===== src/rtl/display_arbiter.sv =====
// rtl/display_arbiter.sv - shares the 4-digit display between primary digits and timed messages
module display_arbiter #(
    parameter int HOLD_MS  = 2000,
    parameter int GAP_MS   = 100,
    parameter int BLINK_MS = 250
) (
    input  logic       clk1KHz,
    input  logic       rst,
    input  logic [3:0] p_digit1,
    input  logic [3:0] p_digit2,
    input  logic [3:0] p_digit3,
    input  logic [3:0] p_digit4,
    input  logic [3:0] blink_mask,
    input  logic       msg_req,
    input  logic [3:0] m_digit1,
    input  logic [3:0] m_digit2,
    input  logic [3:0] m_digit3,
    input  logic [3:0] m_digit4,
    output logic       msg_ack,
    output logic       busy,
    output logic [3:0] digit1,
    output logic [3:0] digit2,
    output logic [3:0] digit3,
    output logic [3:0] digit4,
    output logic [3:0] blank
);

    typedef enum logic [1:0] {S_IDLE, S_SHOW, S_GAP} state_t;

    localparam logic [15:0] HOLD_LD    = 16'(HOLD_MS - 1);
    localparam logic [15:0] GAP_LD     = 16'(GAP_MS - 1);
    localparam logic [15:0] BLINK_LAST = 16'(BLINK_MS - 1);

    state_t      r_state, w_state_nx;
    logic [15:0] r_cnt, w_cnt_nx;
    logic [15:0] r_bcnt;
    logic        r_phase;
    logic [3:0]  r_m1, r_m2, r_m3, r_m4;
    logic [3:0]  w_m1_nx, w_m2_nx, w_m3_nx, w_m4_nx;
    logic [3:0]  r_digit1, r_digit2, r_digit3, r_digit4;
    logic [3:0]  w_digit1_nx, w_digit2_nx, w_digit3_nx, w_digit4_nx;
    logic [3:0]  r_blank, w_blank_nx;
    logic        r_ack, w_ack_nx;
    logic        r_busy, w_busy_nx;
    logic [3:0]  w_idle_blank;

    // Blinking digits are hidden while phase is 0
    assign w_idle_blank = blink_mask & {4{~r_phase}};

    // Free-running blink phase generator, independent of the arbiter state
    always_ff @(posedge clk1KHz or posedge rst) begin
        if (rst) begin
            r_bcnt  <= 16'd0;
            r_phase <= 1'b1;
        end else if (r_bcnt == BLINK_LAST) begin
            r_bcnt  <= 16'd0;
            r_phase <= ~r_phase;
        end else begin
            r_bcnt  <= r_bcnt + 16'd1;
        end
    end

    // Next state and next registered outputs; outputs follow the state being entered
    always_comb begin
        w_state_nx  = r_state;
        w_cnt_nx    = r_cnt;
        w_m1_nx     = r_m1;
        w_m2_nx     = r_m2;
        w_m3_nx     = r_m3;
        w_m4_nx     = r_m4;
        w_digit1_nx = r_digit1;
        w_digit2_nx = r_digit2;
        w_digit3_nx = r_digit3;
        w_digit4_nx = r_digit4;
        w_blank_nx  = r_blank;
        w_ack_nx    = 1'b0;
        w_busy_nx   = r_busy;
        case (r_state)
            S_IDLE: begin
                w_digit1_nx = p_digit1;
                w_digit2_nx = p_digit2;
                w_digit3_nx = p_digit3;
                w_digit4_nx = p_digit4;
                w_blank_nx  = w_idle_blank;
                w_busy_nx   = 1'b0;
                if (msg_req) begin
                    w_m1_nx     = m_digit1;
                    w_m2_nx     = m_digit2;
                    w_m3_nx     = m_digit3;
                    w_m4_nx     = m_digit4;
                    w_digit1_nx = m_digit1;
                    w_digit2_nx = m_digit2;
                    w_digit3_nx = m_digit3;
                    w_digit4_nx = m_digit4;
                    w_blank_nx  = 4'b0000;
                    w_ack_nx    = 1'b1;
                    w_busy_nx   = 1'b1;
                    w_cnt_nx    = HOLD_LD;
                    w_state_nx  = S_SHOW;
                end
            end
            S_SHOW: begin
                w_digit1_nx = r_m1;
                w_digit2_nx = r_m2;
                w_digit3_nx = r_m3;
                w_digit4_nx = r_m4;
                w_blank_nx  = 4'b0000;
                w_busy_nx   = 1'b1;
                if (r_cnt != 16'd0) begin
                    w_cnt_nx = r_cnt - 16'd1;
                end else if (GAP_MS > 0) begin
                    w_cnt_nx   = GAP_LD;
                    w_blank_nx = 4'b1111;
                    w_state_nx = S_GAP;
                end else begin
                    w_digit1_nx = p_digit1;
                    w_digit2_nx = p_digit2;
                    w_digit3_nx = p_digit3;
                    w_digit4_nx = p_digit4;
                    w_blank_nx  = w_idle_blank;
                    w_busy_nx   = 1'b0;
                    w_state_nx  = S_IDLE;
                end
            end
            S_GAP: begin
                w_blank_nx = 4'b1111;
                w_busy_nx  = 1'b1;
                if (r_cnt != 16'd0) begin
                    w_cnt_nx = r_cnt - 16'd1;
                end else begin
                    w_digit1_nx = p_digit1;
                    w_digit2_nx = p_digit2;
                    w_digit3_nx = p_digit3;
                    w_digit4_nx = p_digit4;
                    w_blank_nx  = w_idle_blank;
                    w_busy_nx   = 1'b0;
                    w_state_nx  = S_IDLE;
                end
            end
            default: begin
                w_state_nx = S_IDLE;
            end
        endcase
    end

    // State, counter, message latch and output registers; reset aborts any message
    always_ff @(posedge clk1KHz or posedge rst) begin
        if (rst) begin
            r_state  <= S_IDLE;
            r_cnt    <= 16'd0;
            r_m1     <= 4'h0;
            r_m2     <= 4'h0;
            r_m3     <= 4'h0;
            r_m4     <= 4'h0;
            r_digit1 <= 4'h0;
            r_digit2 <= 4'h0;
            r_digit3 <= 4'h0;
            r_digit4 <= 4'h0;
            r_blank  <= 4'b0000;
            r_ack    <= 1'b0;
            r_busy   <= 1'b0;
        end else begin
            r_state  <= w_state_nx;
            r_cnt    <= w_cnt_nx;
            r_m1     <= w_m1_nx;
            r_m2     <= w_m2_nx;
            r_m3     <= w_m3_nx;
            r_m4     <= w_m4_nx;
            r_digit1 <= w_digit1_nx;
            r_digit2 <= w_digit2_nx;
            r_digit3 <= w_digit3_nx;
            r_digit4 <= w_digit4_nx;
            r_blank  <= w_blank_nx;
            r_ack    <= w_ack_nx;
            r_busy   <= w_busy_nx;
        end
    end

    assign msg_ack = r_ack;
    assign busy    = r_busy;
    assign digit1  = r_digit1;
    assign digit2  = r_digit2;
    assign digit3  = r_digit3;
    assign digit4  = r_digit4;
    assign blank   = r_blank;

endmodule


===== config.mk =====
export PLATFORM = sky130hd
export DESIGN_NAME = display_arbiter
export DESIGN_NICKNAME = d
export VERILOG_FILES = /design/src/rtl/display_arbiter.sv
export SDC_FILE = /design/constraint.sdc
export NUM_CORES = 1
export LEC_CHECK = 0
export BUFFER_PORTS_ARGS = -buffer_cell sky130_fd_sc_hd__clkbuf_2
export CAP_MARGIN = 20
export CORE_MARGIN = 2
export CORE_UTILIZATION = 28
export CTS_CLUSTER_DIAMETER = 30
export CTS_CLUSTER_SIZE = 12
export DETAILED_ROUTE_END_ITERATION = 10
export PLACE_DENSITY = 0.42
export SETUP_SLACK_MARGIN = 0.3
export SYNTH_ARGS = -nofsm -noshare
export SYNTH_HDL_FRONTEND = slang
export SYNTH_SLANG_ARGS = --single-unit

===== constraint.sdc =====
create_clock -name clk1KHz -period 3.1 [get_ports clk1KHz]
set_input_delay 0.465 -clock clk1KHz [delete_from_list [all_inputs] [get_ports clk1KHz]]
set_output_delay 0.465 -clock clk1KHz [all_outputs]
set_load 0.1 [all_outputs]

* Word level (Yosys, flattened, before mapping)
Cells that the tools add are included.
** Storage, ports and cells
- Bits in registers :: 73
- Latch bits :: 0
- RAM bits :: 0
- Memory bits (read-only) :: 0
- Input port bits :: 39
- Output and inout bits :: 22
- Memories :: 0
** Operators by class
- Add/sub/neg operators :: 2
- Multipliers :: 0
- Div/mod/pow operators :: 0
- Order comparisons :: 0
- Equal/unequal tests :: 7
- Shift-type cells :: 0
- Mux-type cells :: 29
- Bitwise logic cells :: 2
- Reductions and logical operators :: 7
** Operators by type and width (count)
- 16-bit 2-to-1 mux :: 4
- 4-bit case mux with 3 select lines :: 5
- 16-bit case mux with 3 select lines :: 1
- 4-bit 2-to-1 mux :: 11
- 16-bit by 1-bit adder with 16-bit output (second input constant) :: 1
- 16-bit by 8-bit equality test with 1-bit output (second input constant) :: 1
- 16-bit nonzero test :: 1
- 16-bit by 1-bit subtractor with 16-bit output (second input constant) :: 1
- 2-bit != test (second input constant) :: 4
- 2-bit 2-to-1 mux :: 3
- 2-bit case mux with 3 select lines :: 1
- 3-bit AND reduction :: 2
- 4-bit bitwise AND :: 1
- 2-bit AND reduction :: 2
- 1-bit 2-to-1 mux :: 3
- 1-bit case mux with 3 select lines :: 1
- 3-bit nonzero test :: 1
- 2-bit by 1-bit equality test with 1-bit output (second input constant) :: 1
- 2-bit equality test (second input constant) :: 1
- 2-bit logical NOT :: 1
- 1-bit inverter :: 1

* Longest topological paths before layout
Gate-level depths: netlist of the first run.
- Word-level depth :: 4
- Mapped depth :: 9
- Mapped depth without buffers :: 7

* Least setup slack after synthesis of the first run
OpenSTA, ideal clock, no wires.
- Kind :: reg2reg
- From :: reg r_cnt[0]
- To :: reg r_digit1[3] (netlist: digit1[3])
- Arrival :: 2.280 ns
- Setup slack :: 0.692 ns
- Cell stages (with the launch flop) :: 9
- Buffers on the path :: 1
- Period minus slack after synthesis :: 2.408 ns
- Path through :: dfrtp_1 -> inv_1 -> ha_1 -> or3b_2 -> nor4_4 -> nand2_2 -> a21oi_2 -> buf_4 -> mux2_1
** Between the ends
- Longest elaborated chain between the ends :: 3
** RTL lines
- start: declaration :: RTL line 35 : logic [15:0] r_cnt, w_cnt_nx;
- start signal: assignment :: RTL line 164 : r_cnt <= w_cnt_nx;
- 16-bit nonzero test :: RTL line 109, 128
- 2-bit != test (no source line)
- 2-bit AND reduction (no source line)
- end signal: assignment :: RTL line 169 : r_digit1 <= w_digit1_nx;
- end: declaration :: RTL line 40 : logic [3:0] r_digit1, r_digit2, r_digit3, r_digit4;
No other way between the ends.
A chain may end at the register's enable or synchronous reset.

* Final worst setup path of the first run
- From :: reg r_cnt[1]
- To :: reg r_digit3[0] (netlist: digit3[0])
** Between the ends
- Longest elaborated chain between the ends :: 3
** RTL lines
- 16-bit nonzero test :: RTL line 109, 128
- 2-bit != test (no source line)
- 2-bit AND reduction (no source line)
- end signal: assignment :: RTL line 171 : r_digit3 <= w_digit3_nx;
- end: declaration :: RTL line 40
No other way between the ends.

==> out/results.ini, run 1 <==
[run_status]
status = completed

[pwr]
seq_power_share = 0.314
comb_power_share = 0.471
power.total_mw = 4.71
ir_drop_v = 0.000577
swShare = 0.472
switchingPower_mw = 2.22
p_clk_frac = 0.215
leakagePower_nw = 2.06
power.internal_mw = 2.49
p_per_area_nw_per_um2 = 1020

[grt]
grt_max_degree = 46
antenna_found_initial = 0
grt_pass1_wl_mm = 16.6
grt_usage = 0.147
grt.overflow.total = 0
grt_pass1_vias = 3143

[route]
num_vias = 3044
detail-route-antenna-nets = 0
detail_route.wl_per_cell_um = 16.3
wl_mm = 9.82
drc = 0
via_per_inst = 5.06
drt_iter0_markers = 156
dr.pass1.iters = 4

[place]
post-place-ws_ns = 0.328
place_inst = 586
dp_hpwl_mm = 6.62
placed_cell_area_um2 = 4320
gp_congestion = 0.802
portBuffers = 60

[synthesis]
syn_area_per_cell_um2 = 10.6
synth.ff_latch_count = 73
ys.flop_type = dfrtp_1
yosys_warnings = 0
synth.area.top_cells = dfrtp_1 (48%), mux2_2 (5.1%), mux2_1 (4.8%), mux2i_1 (4.2%), a21oi_1 (3.8%)
synthArstFlopShare = 1.00
synth_edf_count = 0
netlist_area_um2 = 3780
yosys.area.top_type_share = 0.476
ys_seq_area_frac = 0.483
ys_types = 48
yosysTopAreaCell = dfrtp_1
netlist_instances = 358
syn-num-nets = 405

[timing]
worst_pin_slew_ns = 0.828
fmax_mhz = 376
finalSetupViolCount = 0
fin_crit_ns = 2.66
slew_viol_final = 0
slew_headroom = 0.446
grt_setup_unrepaired = false
layout_setup_ws_ns = 0.443
post-route-period-util = 0.857
finalSetupTns_ns = 0
clock_skew_ns = 0.00355
hold_viol_final = 0

[cells_and_area]
nNetsFinal = 469
n_fill_cell = 1395
stdcell_count = 602
final_area_um2 = 4620
area_delta_synth_final_pct = 22.0
n_antenna_cell = 0
layout-drive-gt1-share = 0.256

[clocking]
cts_tree = built
clkLatencyLatePin_ns = 0.34
clkSinkCount = 73
cts-resized-gates = 0
clkTransAtPathRegs_ns = 0.05
clock_path_buffers = 2
cts-root-buf = clkbuf_16
htree_levels = 3
ctsHoldBuffers = 0
cts_made_buffers = 9
post_cts_buffers = 0

[critical_path]
reg2reg_slack_ns = 0.44
critPathMaxFanout = 16
criticalPathCategory = reg -> reg
required_ns = 3.32
cp.arrival_ns = 2.87
reg2reg_depth = 8
start_kind = flip-flop
regToRegStartpoint = r_cnt[1]
reg2reg_to = digit3[0]
end_kind = flip-flop

[job]
cap_violations = 0

[floorplanning]
fp.dieW_um = 120
start_util = 0.286
die_h_um = 120
dieArea_um2 = 14500
row_count = 42
ios = 61
core_um2 = 13200

[hold_path]
hold_class = in -> async

-- worst max-delay path: stages, from the launching register on --
cell and delay, ns:
dfrtp_1 0.42, inv_1 0.09, ha_1 0.19, or3b_2 0.51, nor4_4 0.33, nand2_2 0.16
a21oi_4 0.29, buf_12 0.20, mux2_1 0.33
-- cell type report --
| type | instances | area [um2] | area share |
|---|---|---|---|
| multi-input cells | 257 | 1840 | 0.400 |
| flip-flops and latches | 73 | 1830 | 0.396 |
| repair buffers | 71 | 408 | 0.0884 |
| clock buffers | 11 | 233 | 0.0504 |
| well taps | 176 | 220 | 0.0477 |
| clock inverters | 4 | 45.0 | 0.00976 |
| inverters | 10 | 37.5 | 0.00813 |
-- how the worst max path moves through the flow --
stage                   from         to  slack [ns]  cells past startpoint
finish              r_cnt[1]  digit3[0]        0.44                      8
global placement    r_cnt[0]  digit1[2]        0.35                      8
floorplan           r_cnt[0]  digit1[3]        0.69                      8
detailed placement  r_cnt[0]  digit3[0]        0.33                      8
global route        r_cnt[0]  digit1[0]        0.31                      8
CTS                 r_cnt[1]  digit3[0]        0.31                      8
-- per-layer routing --
| metal | share of wire | track usage | vias to the layer above | wire length (um) |
|---|---|---|---|---|
| met5 | 0 | 0 | - | 0 |
| met1 | 0.47 | 0.195 | 1534 | 4590 |
| met3 | 0.037 | 0.0288 | 13 | 367 |
| li1 | - | - | 1443 | - |
| met4 | 0.023 | 0.0669 | 0 | 227 |
| met2 | 0.47 | 0.232 | 54 | 4630 |
-- state kept, by name (all words and copies together) (netlist names) --
signal / count
r_cnt: 16
busy: 1
r_state: 2
r_m4: 4
blank: 4
msg_ack: 1
digit2: 4
digit4: 4
r_m3: 4
r_bcnt: 16
r_m1: 4
r_phase: 1
r_m2: 4
digit1: 4
digit3: 4
-- logic make-up (layout without fill, tap and decap cells) --
kind of cell / count (synthesis) / count (layout) / share of synthesized area
AND/OR/NAND/NOR: 96 / 96 / 0.125
AO/OA/AOI/OAI: 87 / 87 / 0.154
flip-flops: 73 / 73 / 0.483
multiplexers: 49 / 49 / 0.140
buffers and inverters: 28 / 96 / 0.0317
XOR/XNOR: 17 / 17 / 0.0393
adder cells (fa/ha/maj): 8 / 8 / 0.0264
-- through the flow --
| stage | hold WS (ns) | utilization |
|---|---|---|
| after floorplan | 0.446 | - |
| after global placement | 0.463 | 0.326 |
| after detailed placement | 0.467 | 0.326 |
| after CTS | 0.219 | 0.347 |
| after global routing | 0.266 | 0.349 |
| final | 0.206 | 0.349 |
-- cell usage after synthesis, types with 3 or more instances --
cell and instances:
nor2b_1 3, nand2_1 18, nor2_1 37, nor3_1 7, mux2_1 16, nor4_1 6, dfrtp_1 72, a21oi_1 29
mux2_2 17, xnor2_1 11, xor2_1 6, nand3_1 6, ha_1 8, mux2i_1 16, inv_1 9, o21ai_1 4
a31oi_1 8, or3_1 3, clkbuf_1 14, a221oi_1 16, a22o_1 3, o31ai_1 4, nand4_1 4, o21ai_0 10
a221o_1 4
-- cells in the final DEF, fill, tap and decap left out, types with 9 or more instances in the layout --
master / count
a21oi_1: 29
mux2_2: 17
buf_4: 9
nor2_1: 37
clkbuf_16: 9
nand2_1: 18
xnor2_1: 11
a221oi_1: 16
o21ai_0: 10
clkbuf_2: 60
dfrtp_1: 72
mux2i_1: 16
mux2_1: 16
-- power by group through the flow --
stage                     registers (mW)  clock network (mW)  logic, mW
after detailed placement            1.49                   0       2.23
after CTS                           1.48                1.05       2.24
after floorplan                     2.34                   0      0.901
after global routing                1.52                1.08       2.39
after global placement              1.49                   0       2.22
final                               1.48                1.01       2.22
Power figures use the tool's default switching activity.
==> run 2: changes to the inputs <==
- MAX_ROUTING_LAYER: not set -> met4
==> run 2 against run 1 <==
  * Via count decreased by 0.69%
  * Hold slack improved by 0.0018 ns
  * Clock power about the same
  * Routed wire length decreased by 0.55%
  * Fmax about the same
  * Flip-flop and latch count unchanged
  * Utilization unchanged
  * Total power decreased by 0.12%
  * Largest power group unchanged
  * Critical endpoint unchanged
==> out/results.ini, run 2 (synthesis results as in run 1) <==
[timing]
finalSetupViolCount = 0
slew_viol_final = 0
hold_viol_final = 0
finalSetupTns_ns = 0
post-route-period-util = 0.856
finalHoldWorstSlack_ns = 0.208
fin_crit_ns = 2.65
clock_skew_ns = 0.00348
fmax_mhz = 377
slew_headroom = 0.444
grt_setup_unrepaired = false
worst_pin_slew_ns = 0.833
layout_setup_ws_ns = 0.445

[run_status]
status = completed

[place]
dp_hpwl_mm = 6.62
place_inst = 586
gp_congestion = 0.813
post-place-ws_ns = 0.328
portBuffers = 60
placed_cell_area_um2 = 4320

[pwr]
leakagePower_nw = 2.06
power.total_mw = 4.70
p_per_area_nw_per_um2 = 1020
ir_drop_v = 0.000577

[floorplanning]
ios = 61
die_h_um = 120
core_um2 = 13200
fp.dieW_um = 120
start_util = 0.286
dieArea_um2 = 14500
row_count = 42

[critical_path]
cp.arrival_ns = 2.87
end_kind = flip-flop
start_kind = flip-flop
slowest_delay_ns = 0.51
cp.buffers_inverters = 2
critPathMaxFanout = 16
criticalPathCategory = reg -> reg
cp_slowest_cell = or3b_2
required_ns = 3.32
critPathTopFamily = simple AND/OR/NAND/NOR gates
path_cells = inv_1 -> ha_1 -> or3b_2 -> nor4_4 -> nand2_2 -> a21oi_4 -> buf_12 -> mux2_1

[cells_and_area]
n_antenna_cell = 0
layout.cells.most_common = dfrtp_1
multiInputGateArea_um2 = 1840
area_delta_synth_final_pct = 22.0
nNetsFinal = 469
reg_top3 = r_bcnt (16), r_cnt (16)
final_area_um2 = 4620
final_core_util = 0.349
final_cell_mix = dfrtp_1 (72), clkbuf_2 (60), nor2_1 (37), a21oi_1 (29), nand2_1 (18)
n_fill_cell = 1395
layout-drive-gt1-share = 0.256
regArea_um2 = 1830
stdcell_count = 602

[route]
dr.pass1.iters = 4
num_vias = 3023
drc = 0
drt_iter0_markers = 170
detail-route-antenna-nets = 0
detail_route.wl_per_cell_um = 16.2
via_per_inst = 5.02
wl_mm = 9.76

[grt]
grt_pass1_wl_mm = 16.6
grt_max_degree = 46
antenna_found_initial = 0
grt_usage = 0.151
grt_pass1_vias = 3137
grt.overflow.total = 0

[clocking]
cts_tree = built
clock_path_buffers = 2
clkTransAtPathRegs_ns = 0.06
clkLatencyLatePin_ns = 0.34
htree_levels = 3
cts_made_buffers = 9
ctsHoldBuffers = 0
cts-root-buf = clkbuf_16
clkSinkCount = 73

[job]
cap_violations = 0

[hold_path]
hold_class = in -> async

==> run 2: power breakdown <==
group	total [mW]	internal [mW]	switching, mW
sequential	1.48	1.26	0.218
combinational	2.22	0.614	1.60
clock	1.01	0.615	0.394
==> run 2: per-layer routing <==
| metal | wire (um) | track usage | up-vias |
|---|---|---|---|
| li1 | - | - | 1449 |
| met4 | 227 | 0.0669 | 0 |
| met2 | 4590 | 0.232 | 48 |
| met5 | 0 | - | - |
| met1 | 4650 | 0.197 | 1513 |
| met3 | 288 | 0.0278 | 13 |
==> run 2: layout make-up <==
class | count | share of cell area
Clock buffer | 11 | 0.0504
Multi-Input combinational cell | 257 | 0.400
Timing Repair Buffer | 71 | 0.0884
Tap cell | 176 | 0.0477
Sequential cell | 73 | 0.396
Inverter | 10 | 0.00813
Clock inverter | 4 | 0.00976
==> run 2: what timing repair did <==
action                     CTS  global route
setup buffers                0             0
setup endpoints to repair    0            16
gates resized for setup      0             1
==> run 2: final timing paths <==
check / startpoint / end / slack, ns / depth (start not counted)
max in group asynchronous: rst / r_phase / 2.15 / 3
min in group clk1KHz: m_digit1[0] / r_m1[0] / 0.38 / 2
worst min-delay path: rst / msg_ack / 0.21 / 2
worst min register to register: r_bcnt[15] / r_bcnt[15] / 0.47 / 1
worst max register to register: r_cnt[0] / digit3[0] / 0.45 / 8
worst max-delay path: r_cnt[0] / digit3[0] / 0.45 / 8
